$ cat src/rtl/mux_scan_pkg.sv
// Shared types and constants for the HC4051 scan sequencer.
package mux_scan_pkg;

  localparam int unsigned NUM_CH = 8;
  localparam int unsigned ADDR_W = 3;

  typedef enum logic [2:0] {
    ST_IDLE,
    ST_BREAK,
    ST_SETTLE,
    ST_CONVERT,
    ST_WAIT_ADC,
    ST_OUTPUT
  } state_e;

  // Lowest set bit of a channel mask; returns 0 for an empty mask.
  function automatic logic [ADDR_W-1:0] lowest_set(input logic [NUM_CH-1:0] mask);
    logic [ADDR_W-1:0] ch;
    ch = '0;
    for (int unsigned i = NUM_CH; i > 0; i--) begin
      if (mask[i-1]) ch = ADDR_W'(i - 1);
    end
    return ch;
  endfunction

endpackage

$ cat src/rtl/mux_scan_prio_next.sv
// Finds the next set mask bit strictly above the current channel.
module mux_scan_prio_next
  import mux_scan_pkg::*;
(
  input  logic [NUM_CH-1:0] mask_i,
  input  logic [ADDR_W-1:0] cur_i,
  output logic [ADDR_W-1:0] next_o,
  output logic              found_o
);

  // Scan downward so the lowest qualifying bit is the last one written.
  always_comb begin
    next_o  = '0;
    found_o = 1'b0;
    for (int unsigned i = NUM_CH; i > 0; i--) begin
      if (mask_i[i-1] && ((i - 1) > 32'(cur_i))) begin
        next_o  = ADDR_W'(i - 1);
        found_o = 1'b1;
      end
    end
  end

endmodule

$ cat src/rtl/mux_scan_sequencer.sv
// Steps an 8:1 analog mux through masked channels with break-before-make
// and settling, triggers one ADC conversion per channel and hands tagged
// results downstream over valid/ready.
module mux_scan_sequencer
  import mux_scan_pkg::*;
#(
  parameter int unsigned SETTLE_CYCLES  = 16,
  parameter int unsigned BBM_CYCLES     = 2,
  parameter int unsigned ADC_WIDTH      = 12,
  parameter int unsigned TIMEOUT_CYCLES = 255
) (
  input  logic                 CLK,
  input  logic                 RESET_,
  input  logic                 START,
  input  logic                 CONTINUOUS,
  input  logic [NUM_CH-1:0]    CH_MASK,
  output logic [ADDR_W-1:0]    S,
  output logic                 ENABLE_,
  output logic                 ADC_CONVERT,
  input  logic                 ADC_DONE,
  input  logic [ADC_WIDTH-1:0] ADC_DATA,
  output logic                 RESULT_VALID,
  input  logic                 RESULT_READY,
  output logic [ADDR_W-1:0]    RESULT_CH,
  output logic [ADC_WIDTH-1:0] RESULT_DATA,
  output logic                 BUSY,
  output logic                 TIMEOUT_ERR
);

  localparam int unsigned MAX_A   = (SETTLE_CYCLES > BBM_CYCLES) ? SETTLE_CYCLES : BBM_CYCLES;
  localparam int unsigned MAX_CNT = (MAX_A > TIMEOUT_CYCLES) ? MAX_A : TIMEOUT_CYCLES;
  localparam int unsigned CNT_W   = $clog2(MAX_CNT + 1);

  localparam logic [CNT_W-1:0] BBM_LAST    = CNT_W'(BBM_CYCLES - 1);
  localparam logic [CNT_W-1:0] SETTLE_LAST = CNT_W'(SETTLE_CYCLES - 1);
  localparam logic [CNT_W-1:0] TMO_LAST    = CNT_W'(TIMEOUT_CYCLES - 1);

  state_e                 state_q, state_d;
  logic [CNT_W-1:0]       cnt_q, cnt_d;
  logic [NUM_CH-1:0]      mask_q, mask_d;
  logic [ADDR_W-1:0]      s_q, s_d;
  logic                   err_q, err_d;
  logic [ADDR_W-1:0]      rch_q, rch_d;
  logic [ADC_WIDTH-1:0]   rdata_q, rdata_d;

  logic [ADDR_W-1:0]      nxt_ch;
  logic                   nxt_found;
  state_e                 adv_state;
  logic [ADDR_W-1:0]      adv_s;
  logic [NUM_CH-1:0]      adv_mask;

  mux_scan_prio_next u_prio (
    .mask_i  (mask_q),
    .cur_i   (s_q),
    .next_o  (nxt_ch),
    .found_o (nxt_found)
  );

  // Where to go after a channel finishes (result accepted or ADC timeout).
  always_comb begin
    adv_state = ST_IDLE;
    adv_s     = s_q;
    adv_mask  = mask_q;
    if (nxt_found) begin
      adv_state = ST_BREAK;
      adv_s     = nxt_ch;
    end else if (CONTINUOUS && (CH_MASK != '0)) begin
      adv_state = ST_BREAK;
      adv_s     = lowest_set(CH_MASK);
      adv_mask  = CH_MASK;
    end
  end

  // Next-state logic; S and the mask only move on transitions into BREAK.
  always_comb begin
    state_d = state_q;
    cnt_d   = cnt_q;
    mask_d  = mask_q;
    s_d     = s_q;
    err_d   = err_q;
    rch_d   = rch_q;
    rdata_d = rdata_q;
    case (state_q)
      ST_IDLE: begin
        if (START && (CH_MASK != '0)) begin
          mask_d  = CH_MASK;
          s_d     = lowest_set(CH_MASK);
          err_d   = 1'b0;
          cnt_d   = '0;
          state_d = ST_BREAK;
        end
      end
      ST_BREAK: begin
        if (cnt_q == BBM_LAST) begin
          cnt_d   = '0;
          state_d = ST_SETTLE;
        end else begin
          cnt_d = cnt_q + 1'b1;
        end
      end
      ST_SETTLE: begin
        if (cnt_q == SETTLE_LAST) begin
          cnt_d   = '0;
          state_d = ST_CONVERT;
        end else begin
          cnt_d = cnt_q + 1'b1;
        end
      end
      ST_CONVERT: begin
        cnt_d   = '0;
        state_d = ST_WAIT_ADC;
      end
      ST_WAIT_ADC: begin
        if (ADC_DONE) begin
          rch_d   = s_q;
          rdata_d = ADC_DATA;
          state_d = ST_OUTPUT;
        end else if (cnt_q == TMO_LAST) begin
          err_d   = 1'b1;
          cnt_d   = '0;
          state_d = adv_state;
          s_d     = adv_s;
          mask_d  = adv_mask;
        end else begin
          cnt_d = cnt_q + 1'b1;
        end
      end
      ST_OUTPUT: begin
        if (RESULT_READY) begin
          cnt_d   = '0;
          state_d = adv_state;
          s_d     = adv_s;
          mask_d  = adv_mask;
        end
      end
      default: state_d = ST_IDLE;
    endcase
  end

  // State and datapath registers.
  always_ff @(posedge CLK or negedge RESET_) begin
    if (!RESET_) begin
      state_q <= ST_IDLE;
      cnt_q   <= '0;
      mask_q  <= '0;
      s_q     <= '0;
      err_q   <= 1'b0;
      rch_q   <= '0;
      rdata_q <= '0;
    end else begin
      state_q <= state_d;
      cnt_q   <= cnt_d;
      mask_q  <= mask_d;
      s_q     <= s_d;
      err_q   <= err_d;
      rch_q   <= rch_d;
      rdata_q <= rdata_d;
    end
  end

  // Mux stays enabled through OUTPUT so a stalled consumer never costs an extra BBM gap.
  assign ENABLE_      = (state_q == ST_IDLE) || (state_q == ST_BREAK);
  assign ADC_CONVERT  = (state_q == ST_CONVERT);
  assign RESULT_VALID = (state_q == ST_OUTPUT);
  assign BUSY         = (state_q != ST_IDLE);
  assign S            = s_q;
  assign RESULT_CH    = rch_q;
  assign RESULT_DATA  = rdata_q;
  assign TIMEOUT_ERR  = err_q;

endmodule

$ cat config.mk
export PLATFORM = sky130hd
export DESIGN_NAME = mux_scan_sequencer
export DESIGN_NICKNAME = d
export VERILOG_FILES = /design/src/rtl/mux_scan_pkg.sv /design/src/rtl/mux_scan_prio_next.sv /design/src/rtl/mux_scan_sequencer.sv
export SDC_FILE = /design/constraint.sdc
export NUM_CORES = 1
export LEC_CHECK = 0
export ABC_AREA = 1
export CORE_MARGIN = 2
export CORE_UTILIZATION = 50
export CTS_CLUSTER_SIZE = 28
export DETAILED_ROUTE_END_ITERATION = 8
export PLACE_DENSITY = 0.82
export SLEW_MARGIN = 20
export SYNTH_ARGS = -nofsm -noshare
export SYNTH_HDL_FRONTEND = slang
export SYNTH_SLANG_ARGS = --single-unit
$ cat constraint.sdc
create_clock -name CLK -period 4.91 [get_ports CLK]
set_input_delay 1.473 -clock CLK [delete_from_list [all_inputs] [get_ports CLK]]
set_output_delay 1.473 -clock CLK [all_outputs]
set_load 0.01 [all_outputs]
==> run metrics <==
status finished clean; die area 4980 sq um; Routability Congestion 0.822; Hold Path Depth 2; CTS hold repair buffers 0; Clock Skew approximately 7.2 ps; WP data required 3440 ps; WP buf/inv 2; IO buf count between 40 and 50; Starting DRT DRC Count between 100 and 150; initial antenna violation count 0; Peak supply drop slightly below 0.0003 V; Power per Cell Area ~580 nW/um^2; Seq cells post-synth 37; critical path endpoint category primary output; first-pass GRT wire length 8980 microns; Routed WL per cell 13.0 microns; postcts setup bufs 0; Die Width ~71 microns; Synth area leader dfrtp_1; dpl cells approximately 400; YS warnings 0; Tcrit/Tclk final 0.691; post-DP HPWL around 3800 microns; WHS 482 ps; Reg clk slew, reported paths around 70 ps; Final Hold Viols 0; clk buf depth 2; Initial Util 0.515; Synth area leaders dfrtp_1 42%, nand2_1 19%, nand3_1 6.1%, inv_1 4.6%, nand2_2 3.1%; synthesized area 2210 sq um; Data arrival, critical path around 1900 ps; element type at the critical path start flop; clk sinks 37; combinational share of power 0.495; R2R depth 9; Post-synth EDFFs 0; pin count of the biggest net entering global routing 38; Slew HR 0.445; Synth-to-Final Area Change 28.7%; CTS H-Tree Depth 2; vias in the first global route 2047; DR DRC count 0; TritonRoute pass-1 iters 4; Post-synth ARST share 1.00; antenna viol nets, final 0; top cells by count, synth 111 x nand2_1, 37 x dfrtp_1, 27 x inv_1, 27 x nand3_1, 16 x nor2_1; part of the Yosys area used for sequential elements 0.418; WP depth 4; # diodes 0; Total GRT Usage 0.223; Max Cap Viol 0; vias 2123; Mapped Nets ~330; Placeable Area 4290 sq um; Die Height roughly 71 microns; Post-Route WL between 5000 and 6000 microns; min cycle time layout 3390 ps; Vias/cell 5.24; Layout Cells excl Fill 405; TritonCTS clock tree yes; clk_lat worst skew around 300 ps; largest fanout on the critical path 8; Net Sw Power about 0.68 mW; Hold WC Path Type reg -> reg; worst-margin pin slew 832 ps; grt ovf 0; Seq pwr share 0.314; Synth cell types 31; layout cells sized above 1 0.119; Rows 24; final slew viol count 0; CP peak stage delay about 520 ps; RSZ-0062 raised after global routing false; Sw Share 0.415; setup ws final roughly 1500 ps; Cells after Synth roughly 300; crit-path cells nor3_1 -> inv_2 -> nand2_1 -> clkdlybuf4s50_1; PostCTS Resize Cnt 0; Post-synth top flop dfrtp_1; Root Buffer clkbuf_8; CTS buffer count 5; power share of the clock group 0.191; Final Setup Violations 0; # IOs between 40 and 50; Top Family by Delay on Critical Path buffers and inverters; syn_area_per_cell between 7 and 8 sq um; Internal 0.963 mW; Slowest-stage cell, CP clkdlybuf4s50_1; Placement Setup Slack around 1600 ps; most frequent cell after synthesis nand2_1; Crit Path Category reg -> out; Fillers ~370; final net count between 300 and 400; Leakage Power roughly 1.4 nW; Max Freq between 0.2 and 0.3 GHz; post-route setup TNS 0 ps; Synth top area share 0.418
## metrics by stage
step	total power, mW	utilization	instance area [sq um]
6_report	1.65	0.663	2850
5_1_grt	1.78	0.663	2850
4_1_cts	1.65	0.663	2850
3_5_place_dp	1.33	0.632	2720
3_3_place_gp	1.31	0.632	2720
2_1_floorplan	1.05	-	2210
## power by group through the flow
stage | sequential [mW] | combinational, mW | clock, mW
3_5_place_dp | 0.519 | 0.807 | 0
4_1_cts | 0.516 | 0.819 | 0.318
2_1_floorplan | 0.527 | 0.523 | 0
6_report | 0.517 | 0.814 | 0.315
3_3_place_gp | 0.517 | 0.793 | 0
5_1_grt | 0.535 | 0.913 | 0.331
## layout make-up
type	count	area, sq um	area share
well taps	52	65.1	0.0228
inverters	35	131	0.0461
multi-input cells	225	1120	0.392
clock buffers	5	68.8	0.0242
repair buffers	48	475	0.167
clock inverters	3	65.1	0.0228
flip-flops and latches	37	926	0.325
## worst min-delay path, cell delays in order, from the launching register on
cell	delay [ps]
dfrtp_1	340
nand2_1	50
nand2_1	50
## final timing paths
kind	start	end	slack (ps)
worst max-delay path	state_q[2]	ENABLE_	1520
max in group asynchronous	RESET_	RESULT_DATA[10]	3110
min in group asynchronous	RESET_	cnt_q[1]	1270
worst max register to register	state_q[1]	cnt_q[0]	2840
worst min-delay path	RESULT_DATA[9]	RESULT_DATA[9]	480
worst min register to register	RESULT_DATA[9]	RESULT_DATA[9]	480
## cell usage in the layout (no fill, tap or decap), drive strengths merged
cell type      count
a21boi             1
a21oi              6
a31oi              2
buf                1
bufinv             2
clkbuf             5
clkdlybuf4s50     47
clkinv             1
dfrtp             37
ha                 3
inv               35
nand2            123
nand3             28
nand4              3
nor2              21
nor3               2
o211a              1
o211ai             4
o21ai             24
o22ai              1
or2                2
xor2               4
## state kept, by name, summed over array words and instances (netlist names)
| signal | cells |
|---|---|
| RESULT_CH | 3 |
| mask_q | 7 |
| TIMEOUT_ERR | 1 |
| S | 3 |
| cnt_q | 8 |
| RESULT_DATA | 12 |
| state_q | 3 |
## routing by layer
| layer | routed length [microns] | global-route usage | part of all wire | vias to the layer above |
|---|---|---|---|---|
| met1 | 2330 | 0.290 | 0.44 | 1002 |
| met2 | 2640 | 0.377 | 0.50 | 50 |
| met5 | 0 | 0 | 0 | - |
| met3 | 209 | 0.0356 | 0.040 | 9 |
| met4 | 87 | 0.0881 | 0.017 | 0 |
| li1 | - | - | - | 1062 |
## cell families (layout without fill, tap and decap cells)
kind of cell / after synthesis / after routing / share of synthesized area
AOI/OAI and AO/OA: 39 / 39 / 0.111
DFF: 37 / 37 / 0.418
buffers and inverters: 41 / 91 / 0.0769
xor gates and xnor gates: 4 / 4 / 0.0158
and+or+nand+nor: 179 / 179 / 0.361
adders and majority gates: 3 / 3 / 0.0170
No activity file was read; power rests on OpenSTA's default activity.
